## config.mk

```make
export PLATFORM = sky130hd
export DESIGN_NAME = hyperram_traffic_gen
export DESIGN_NICKNAME = d
export VERILOG_FILES = /design/src/rtl/hyperram_traffic_gen.sv
export SDC_FILE = /design/constraint.sdc
export NUM_CORES = 1
export LEC_CHECK = 0
export ABC_AREA = 1
export CORE_MARGIN = 4
export CORE_UTILIZATION = 45
export CTS_CLUSTER_DIAMETER = 80
export DETAILED_ROUTE_END_ITERATION = 16
export GPL_TIMING_DRIVEN = 1
export HOLD_SLACK_MARGIN = 0.05
export PLACE_DENSITY = 0.8
export SETUP_SLACK_MARGIN = 0.15
export SLEW_MARGIN = 0
export SYNTH_ARGS = -nofsm -noshare
export SYNTH_HDL_FRONTEND = slang
export SYNTH_SLANG_ARGS = --single-unit
```

## constraint.sdc

```tcl
create_clock -name clk -period 9.55 [get_ports clk]
set_input_delay 1.91 -clock clk [delete_from_list [all_inputs] [get_ports clk]]
set_output_delay 1.91 -clock clk [all_outputs]
set_load 0.05 [all_outputs]
```

## src/rtl/hyperram_traffic_gen.sv

```systemverilog
// Self-checking HyperRAM traffic source: writes an LFSR pattern, reads it back in one burst, and counts mismatches.
// Optional watchdog enabled by defining HYPERRAM_TGEN_TIMEOUT_EN.
module hyperram_traffic_gen #(
   parameter int unsigned NUM_DWORDS = 16,
   parameter logic [31:0] BASE_ADDR  = 32'h0000_0000,
   parameter logic [31:0] SEED       = 32'h0000_0001
) (
   input  logic        clk,
   input  logic        reset,
   input  logic        start,
   output logic        done,
   output logic        pass,
   output logic        timeout,
   output logic [15:0] err_count,
   output logic [31:0] first_err_addr,
   output logic        wr_req,
   output logic        rd_req,
   output logic        mem_or_reg,
   output logic [3:0]  wr_byte_en,
   output logic [21:0] rd_num_dwords,
   output logic [31:0] addr,
   output logic [31:0] wr_d,
   input  logic [31:0] rd_d,
   input  logic        rd_rdy,
   input  logic        busy
);

   localparam int unsigned    IDX_W     = 22;
   localparam logic [31:0]    LFSR_MASK = 32'h8020_0003;
   localparam logic [31:0]    SEED_EFF  = (SEED == 32'd0) ? 32'd1 : SEED;
   localparam logic [IDX_W-1:0] NUM_W    = IDX_W'(NUM_DWORDS);
   localparam logic [IDX_W-1:0] LAST_IDX = IDX_W'(NUM_DWORDS - 1);

   typedef enum logic [2:0] {IDLE, WR_ISSUE, WR_WAIT, RD_ISSUE, RD_WAIT, DONE} state_t;

   state_t             state;
   logic [31:0]        lfsr;
   logic [IDX_W-1:0]   idx;
   logic               wait_first;
   logic               err_hit_c;
   logic [31:0]        err_addr_c;
   logic [15:0]        err_count_nxt_c;
   logic               wdog_fire_c;

   function automatic logic [31:0] lfsr_step(input logic [31:0] x);
      return (x >> 1) ^ (x[0] ? LFSR_MASK : 32'd0);
   endfunction

   assign mem_or_reg = 1'b0;
   assign wr_byte_en = 4'hF;

   // A read strobe is an error if it mismatches, or arrives when no read data is expected.
   always_comb begin
      err_hit_c  = 1'b0;
      err_addr_c = BASE_ADDR + 32'(NUM_DWORDS);
      if (rd_rdy) begin
         if (state == RD_WAIT && idx != NUM_W) begin
            err_hit_c  = (rd_d != lfsr);
            err_addr_c = BASE_ADDR + 32'(idx);
         end else begin
            err_hit_c  = 1'b1;
         end
      end
      err_count_nxt_c = (err_hit_c && err_count != 16'hFFFF) ? err_count + 16'd1 : err_count;
   end

`ifdef HYPERRAM_TGEN_TIMEOUT_EN
   logic [11:0] wdog;
   state_t      wd_state;

   assign wdog_fire_c = (state inside {WR_ISSUE, WR_WAIT, RD_ISSUE, RD_WAIT}) &&
                        state == wd_state && !rd_rdy && wdog == 12'hFFF;

   always_ff @(posedge clk or posedge reset) begin
      if (reset) begin
         wdog     <= 12'd0;
         wd_state <= IDLE;
         timeout  <= 1'b0;
      end else begin
         wd_state <= state;
         if (!(state inside {WR_ISSUE, WR_WAIT, RD_ISSUE, RD_WAIT}) || state != wd_state || rd_rdy)
            wdog <= 12'd0;
         else
            wdog <= wdog + 12'd1;
         if (wdog_fire_c)
            timeout <= 1'b1;
         else if (start && (state == IDLE || state == DONE))
            timeout <= 1'b0;
      end
   end
`else
   assign wdog_fire_c = 1'b0;
   assign timeout     = 1'b0;
`endif

   always_ff @(posedge clk or posedge reset) begin
      if (reset) begin
         state          <= IDLE;
         lfsr           <= 32'd0;
         idx            <= '0;
         wait_first     <= 1'b0;
         done           <= 1'b0;
         pass           <= 1'b0;
         err_count      <= 16'd0;
         first_err_addr <= 32'd0;
         wr_req         <= 1'b0;
         rd_req         <= 1'b0;
         rd_num_dwords  <= '0;
         addr           <= 32'd0;
         wr_d           <= 32'd0;
      end else begin
         wr_req        <= 1'b0;
         rd_req        <= 1'b0;
         rd_num_dwords <= '0;
         if (err_hit_c) begin
            err_count <= err_count_nxt_c;
            if (err_count == 16'd0)
               first_err_addr <= err_addr_c;
         end
         case (state)
            IDLE, DONE: begin
               if (state == DONE && err_hit_c)
                  pass <= 1'b0;
               if (start) begin
                  err_count      <= 16'd0;
                  first_err_addr <= 32'd0;
                  done           <= 1'b0;
                  pass           <= 1'b0;
                  lfsr           <= SEED_EFF;
                  idx            <= '0;
                  state          <= WR_ISSUE;
               end
            end
            WR_ISSUE: begin
               if (!busy) begin
                  wr_req     <= 1'b1;
                  addr       <= BASE_ADDR + 32'(idx);
                  wr_d       <= lfsr;
                  wait_first <= 1'b1;
                  state      <= WR_WAIT;
               end
            end
            // busy may not have risen yet in the first wait cycle
            WR_WAIT: begin
               wait_first <= 1'b0;
               if (!wait_first && !busy) begin
                  if (idx == LAST_IDX) begin
                     lfsr  <= SEED_EFF;
                     idx   <= '0;
                     state <= RD_ISSUE;
                  end else begin
                     lfsr  <= lfsr_step(lfsr);
                     idx   <= idx + 22'd1;
                     state <= WR_ISSUE;
                  end
               end
            end
            RD_ISSUE: begin
               if (!busy) begin
                  rd_req        <= 1'b1;
                  addr          <= BASE_ADDR;
                  rd_num_dwords <= NUM_W;
                  state         <= RD_WAIT;
               end
            end
            RD_WAIT: begin
               if (rd_rdy && idx != NUM_W) begin
                  lfsr <= lfsr_step(lfsr);
                  idx  <= idx + 22'd1;
               end
               if (idx == NUM_W && !busy) begin
                  state <= DONE;
                  done  <= 1'b1;
                  pass  <= (err_count_nxt_c == 16'd0);
               end
            end
            default: state <= IDLE;
         endcase
         if (wdog_fire_c) begin
            state         <= DONE;
            done          <= 1'b1;
            pass          <= 1'b0;
            wr_req        <= 1'b0;
            rd_req        <= 1'b0;
            rd_num_dwords <= '0;
         end
      end
   end

endmodule

```

==> results by group, run 1 <==
Routing
  • Initial DRC count: 667
  • Routed wl met3: between 1500 and 2000 um
  • Wire length on met1: between 9000 and 10,000 um
  • Highest metal used: met4
  • Vias per cell: roughly 5
  • Vias post-DR: 6,954
  • First-pass DRT Iterations: 5
  • Post-route DRC: 0
  • DRT Wirelength: 20,700 um
  • Met2 WL: 9370 um
  • WL/cell: 15.3 um
  • Post-DRT Antenna Nets: 0

Final layout
  • Share of cells above drive strength 1: around 7%
  • Register area: approximately 4100 um^2
  • Final nets: 1,151
  • Commonest non-fill, non-tap cell in the layout: nand2_1
  • Commonest non-fill, non-tap cells in the layout: 176 x nand2_1, 164 x dfrtp_1, 143 x clkdlybuf4s50_1, 118 x o21ai_0, 106 x inv_1
  • Cell Count, Final, Fillers Out: 1,352
  • Area Growth Syn to Fin: 24.8%
  • Multi-input logic area: 3270 um^2
  • Diodes inserted: 0
  • Fillers: 1,600

Power and ir drop
  • Leak pwr: 4.61 nW
  • Clock Power Share: approximately 30%
  • Internal cell power: 1.40 mW
  • Part of the power in combinational logic: a little over a third
  • Pwr/cell area: 239 nW/um^2
  • Sw frac: 42.7%
  • Switch Pwr: 1.04 mW
  • Seq pwr share: between 30% and 40%
  • Worst VDD drop: 0.200 mV

Clock network
  • Worst-Skew Late Latency: 430 ps
  • Post-CTS Setup Bufs: 0
  • Cts bufs inserted: 17
  • Htree depth: 4
  • Sink Count: 164
  • Cts repair resizes: 0
  • Hold_buf cts: 0
  • Clock tree from TritonCTS: yes
  • CTS clk-pin slew, worst paths: 80 ps
  • Clock Tree Buf Depth: 2
  • Root Buffer: clkbuf_16

Synth
  • Netlist cell types: 38
  • FFs w/ async S/R, synth: 100%
  • Syn. warnings: 0
  • Cells after Synth: a little under 1,000
  • Sequential area share after synthesis: between 50 and 60%
  • Number of synthesized flops with an enable pin: 0
  • Syn avg cell area: 8.29 um^2
  • Seq cells post-synth: 164
  • Synth Cell Area: approximately 8000 um^2
  • Top FF cell, synth: dfrtp_1

Critical path
  • Crit path buf inv count: 3
  • Max stage delay on crit path: between 400 and 500 ps
  • Critical path depth: 14
  • Worst reg2reg endpoint: idx[14]
  • RR Startpoint: idx[17]
  • Crit end category: flip-flop
  • CP max-delay cell: clkdlybuf4s50_1
  • CP max FO: 44
  • WP data arrival: about 4700 ps
  • Cells along the critical path: clkdlybuf4s50_1 > xnor2_1 > nand2_1 > nor2_1 > nand2_1 > nor2_1 > nand3_4 > nand2_1 > inv_2 > nand2_1 > inv_2 > o21ai_0 > o21ai_1 > nor2_1
  • WP data required: 9910 ps
  • R2R setup slack: just under 6000 ps
  • Worst r2r path cells: 10
  • Critical Path End: first_err_addr[17]
  • Top Family by Delay on Critical Path: simple AND/OR/NAND/NOR gates
  • Worst Setup SP: rd_d[14]
  • Most frequent CP cell: nand2_1
  • Critical path class: in -> reg
  • Worst setup SP type: primary input

Die
  • Starting Density: about 46%
  • Die area: 20,400 um^2
  • Row count: 49
  • Chip Height: between 100 and 150 um
  • Die Width: 143 um
  • Core ar.: 18,000 um^2
  • I/O pin count: 181

GRT
  • Tot GR Track Use: around a fifth
  • Maximum number of pins on one net before global-route repair: 89
  • Initial antenna violation count: 0
  • Total congestion overflow: 0
  • Vias in the first global route: about 6,600
  • First-pass GRT wire length: 33,500 um

STA
  • Setup tns final: 0 ps
  • Setup Skew: 16.3 ps
  • Final hold vios: 0
  • Worst hold slack: 474 ps
  • Slew @ Worst Pin: 1040 ps
  • Fin crit share: between 40% and 50%
  • Relative slew slack: a little under a third
  • Final min period: 4360 ps
  • Slew Limit Fails: 0
  • Final setup viols: 0
  • Final worst setup slack: 5190 ps
  • Max Clock Freq: 0.229 GHz
  • RSZ-0062 raised after global routing: false

Status
  • Status: completed

Run
  • MaxCap Viol Count: 0

Worst hold path
  • Worst hold path class: reg -> reg

Placed design
  • Routability Congestion: 0.926
  • Final HPWL DP: approximately 15,000 um
  • Port bufs: 143
  • Worst Setup Slack post-DPL: 4780 ps
  • Dpl cells: 1,320
## layer usage
layer  GRT usage [%]  vias up
li1                -     3372
met3            5.69       16
met2            31.9      279
met5               0        -
met1            28.9     3287
met4            4.25        0
## worst register-to-register path: cells and delay by family (launching register included)
family,cells,cell delay [ps]
AND/OR/NAND/NOR,4,1330
buffers and inverters,3,1300
AO/OA/AOI/OAI,3,530
flip-flops,1,450
## synth_stat cells, types with 2 or more instances
cell type | instances | area share [%]
conb_1 | 2 | 0.092
nor3_2 | 3 | 0.37
a211oi_1 | 5 | 0.46
nor2_2 | 5 | 0.38
ha_1 | 4 | 0.61
nand2_2 | 5 | 0.38
a221oi_1 | 2 | 0.21
a31oi_1 | 3 | 0.23
clkbuf_1 | 20 | 0.92
nand3_1 | 66 | 4.0
nor2_4 | 2 | 0.27
o211a_1 | 2 | 0.24
nor3_4 | 2 | 0.40
nand2_1 | 176 | 8.1
nor4_1 | 5 | 0.38
inv_2 | 23 | 1.1
a22oi_1 | 5 | 0.46
o21ai_1 | 20 | 1.2
xor2_1 | 15 | 1.6
nor3_1 | 20 | 1.2
inv_1 | 107 | 4.9
xnor2_1 | 25 | 2.7
buf_2 | 17 | 1.0
o21ai_0 | 118 | 7.2
nand3_4 | 2 | 0.43
a21oi_1 | 24 | 1.5
nor2_1 | 78 | 3.6
buf_4 | 39 | 3.6
nand4_1 | 21 | 1.6
dfrtp_1 | 164 | 50
## stage by stage
stage / util (%) / total power, mW / cell area, um^2
finish: 56.9 / 2.44 / 10200
global route: 56.9 / 2.58 / 10200
CTS: 56.9 / 2.46 / 10200
detailed placement: 53.4 / 1.74 / 9600
global placement: 53.4 / 1.72 / 9600
floorplan: - / 1.51 / 8330
## cells by family (layout without fill, tap and decap cells)
family	Yosys count	in the layout	synth area share, %
multiplexers	1	1	0.122
AO/OA/AOI/OAI	181	181	11.7
flip-flops	164	164	50.1
buffers and inverters	208	308	11.7
XOR/XNOR	40	40	4.27
AND/OR/NAND/NOR	388	388	21.4
other	2	37	0.0916
adder cells (fa/ha/maj)	4	4	0.611
## worst min-delay path by stage
stage | startpoint | endpoint | slack (ps) | cells after the start
after floorplan | wait_first | wait_first | 450 | 2
after global placement | wr_d[0] | wr_d[0] | 460 | 2
after detailed placement | wr_d[0] | wr_d[0] | 460 | 2
after CTS | wr_d[0] | wr_d[0] | 480 | 2
after global routing | wr_d[0] | wr_d[0] | 500 | 2
final | wr_d[0] | wr_d[0] | 470 | 2
## sequential cells by signal (all words and copies together) (netlist names), 3 cells and up
register        cells
wr_d               32
lfsr               32
state               3
err_count          16
addr               22
first_err_addr     32
idx                22
## power groups by stage
| stage | clock, mW | sequential (mW) | combinational, mW |
|---|---|---|---|
| 4_1_cts | 0.731 | 0.837 | 0.892 |
| 3_5_place_dp | 0 | 0.849 | 0.889 |
| 5_1_grt | 0.764 | 0.848 | 0.966 |
| 2_1_floorplan | 0 | 1.02 | 0.482 |
| 3_3_place_gp | 0 | 0.850 | 0.869 |
| 6_report | 0.720 | 0.838 | 0.885 |
## layout make-up
type,count,share of cell area [%]
tap,229,2.80
clock inverter,15,1.98
sequential,164,40.1
clock buffer,17,4.16
inverter,131,4.86
multi-input combinational,651,31.9
timing repair buffer,145,14.1
Note: power is estimated with default switching activity, not from simulation.
==> inputs of run 2 (changes only) <==
==> constraint.sdc (replaced) <==
create_clock -name clk -period 4.1 [get_ports clk]
set_input_delay 0.82 -clock clk [delete_from_list [all_inputs] [get_ports clk]]
set_output_delay 0.82 -clock clk [all_outputs]
set_load 0.05 [all_outputs]
==> run 2 against run 1 <==
Setup slack lost 4400 ps; final area grew 0.64%; highest routed layer unchanged; non-clock buffer count grew 7; clock skew shrank 3.5 ps; critical endpoint is now first_err_addr[2].
==> results by group, run 2 (same netlist as run 1, synthesis figures left out) <==
Critical path
  • Cells along the critical path: clkdlybuf4s50_1 > xnor2_1 > nand2_1 > nor2_1 > nand2_1 > nor2_1 > nand3_4 > nand2_1 > inv_2 > nand2_1 > inv_2 > o21ai_0 > nor2_1
  • Critical path class: in -> reg
  • Worst setup SP type: primary input
  • Most frequent CP cell: nand2_1
  • Max stage delay on crit path: 420 ps
  • CP max-delay cell: clkdlybuf4s50_1
  • Crit end category: flip-flop
  • WP data arrival: about 3600 ps
  • WP data required: 4400 ps
  • CP max FO: 44

GRT
  • Total congestion overflow: 0
  • Maximum number of pins on one net before global-route repair: 165
  • First-pass GRT wire length: 33,400 um
  • Vias in the first global route: around 6,600
  • Tot GR Track Use: between 20% and 30%
  • Initial antenna violation count: 0

Routing
  • Wire length on met1: 8990 um
  • WL/cell: 15.4 um
  • DRT Wirelength: 20,900 um
  • Post-route DRC: 0
  • Vias post-DR: approximately 7,000
  • Met2 WL: 9670 um
  • Vias per cell: 5.13
  • Highest metal used: met4
  • Routed wl met3: 1950 um
  • Initial DRC count: between 500 and 600
  • First-pass DRT Iterations: 6
  • Post-DRT Antenna Nets: 0

Power and ir drop
  • Tot Pwr: 5.80 mW
  • Leak pwr: roughly 4.6 nW
  • Worst VDD drop: 0.439 mV
  • Pwr/cell area: 563 nW/um^2

Final layout
  • Diodes inserted: 0
  • Fillers: 1,615
  • Area Growth Syn to Fin: 25.6%
  • Final nets: 1,158
  • Top flop regs: first_err_addr (32), lfsr (32), wr_d (32)
  • Commonest non-fill, non-tap cell in the layout: nand2_1
  • Final core occ: roughly 57%
  • Commonest non-fill, non-tap cells in the layout: 176 x nand2_1, 164 x dfrtp_1, 143 x clkdlybuf4s50_1, 118 x o21ai_0, 106 x inv_1
  • Share of cells above drive strength 1: 7.43%

STA
  • Setup tns final: 0 ps
  • Final hold vios: 0
  • Relative slew slack: between 40% and 50%
  • Final min period: 3260 ps
  • Slew @ Worst Pin: between 800 and 900 ps
  • RSZ-0062 raised after global routing: false
  • Fin crit share: 79.6%
  • Slew Limit Fails: 0
  • Setup Skew: 12.7 ps
  • Final setup viols: 0
  • Max Clock Freq: 0.306 GHz

Clock network
  • Root Buffer: clkbuf_16
  • CTS clk-pin slew, worst paths: about 60 ps
  • Cts repair resizes: 0
  • Sink Count: 164
  • Clock Tree Buf Depth: 2
  • Worst-Skew Late Latency: 430 ps
  • Post-CTS Setup Bufs: 0
  • Clock tree from TritonCTS: yes
  • Cts bufs inserted: 17
  • Htree depth: 4
  • Hold_buf cts: 0

Die
  • Chip Height: 143 um
  • Die Width: 143 um
  • Die area: around 20,000 um^2
  • I/O pin count: 181
  • Starting Density: 45.6%
  • Row count: 49
  • Core ar.: 18,000 um^2

Placed design
  • Routability Congestion: 0.908
  • Final HPWL DP: 14,900 um
  • Port bufs: around 140

Run
  • MaxCap Viol Count: 0

Status
  • Status: completed

Worst hold path
  • Worst hold path class: reg -> reg
## run 2: where the power goes
group / leakage, nW / switching, mW / internal, mW
logic: 2.09 / 1.55 / 0.577
registers: 2.25 / 0.150 / 1.80
clock network: 0.293 / 0.684 / 1.03
## run 2: metal layers
metal	GRT usage, %	vias to the layer above
met3	5.46	23
met2	32.1	286
met1	28.2	3270
met5	0	-
li1	-	3394
met4	5.45	0
## run 2: area by class of cell
type | instances | area (um^2) | area share (%)
sequential | 164 | 4100 | 39.9
timing repair buffer | 152 | 1510 | 14.7
tap | 229 | 287 | 2.78
inverter | 131 | 495 | 4.81
multi-input combinational | 651 | 3270 | 31.7
clock buffer | 19 | 433 | 4.21
clock inverter | 13 | 196 | 1.91
## run 2: critical path, delay by kind of cell
family / cells / cell delay, ps
simple gates: 8 / 1410
buf+inv: 3 / 830
xor+xnor: 1 / 210
compound gates: 1 / 270
## run 2: worst paths after layout
check / startpoint / end / slack (ps) / depth (start not counted)
max: rd_d[14] / first_err_addr[2] / 840 / 13
min: wr_d[0] / wr_d[0] / 470 / 2
max reg2reg: idx[0] / first_err_addr[16] / 1110 / 15
min reg2reg: wr_d[0] / wr_d[0] / 470 / 2
max in group asynchronous: reset / first_err_addr[25] / 2480 / 3
min in group asynchronous: reset / wr_d[26] / 990 / 3
## run 2: through the flow
stage | setup WS (ps) | cells | area, um^2 | hold WS (ps)
2_1_floorplan | 1200 | 1023 | 8330 | 452
3_3_place_gp | 579 | 1327 | 9660 | 460
3_5_place_dp | 393 | 1327 | 9660 | 467
4_1_cts | 845 | 1359 | 10300 | 483
5_1_grt | 594 | 1359 | 10300 | 500
6_report | 835 | 1359 | 10300 | 474
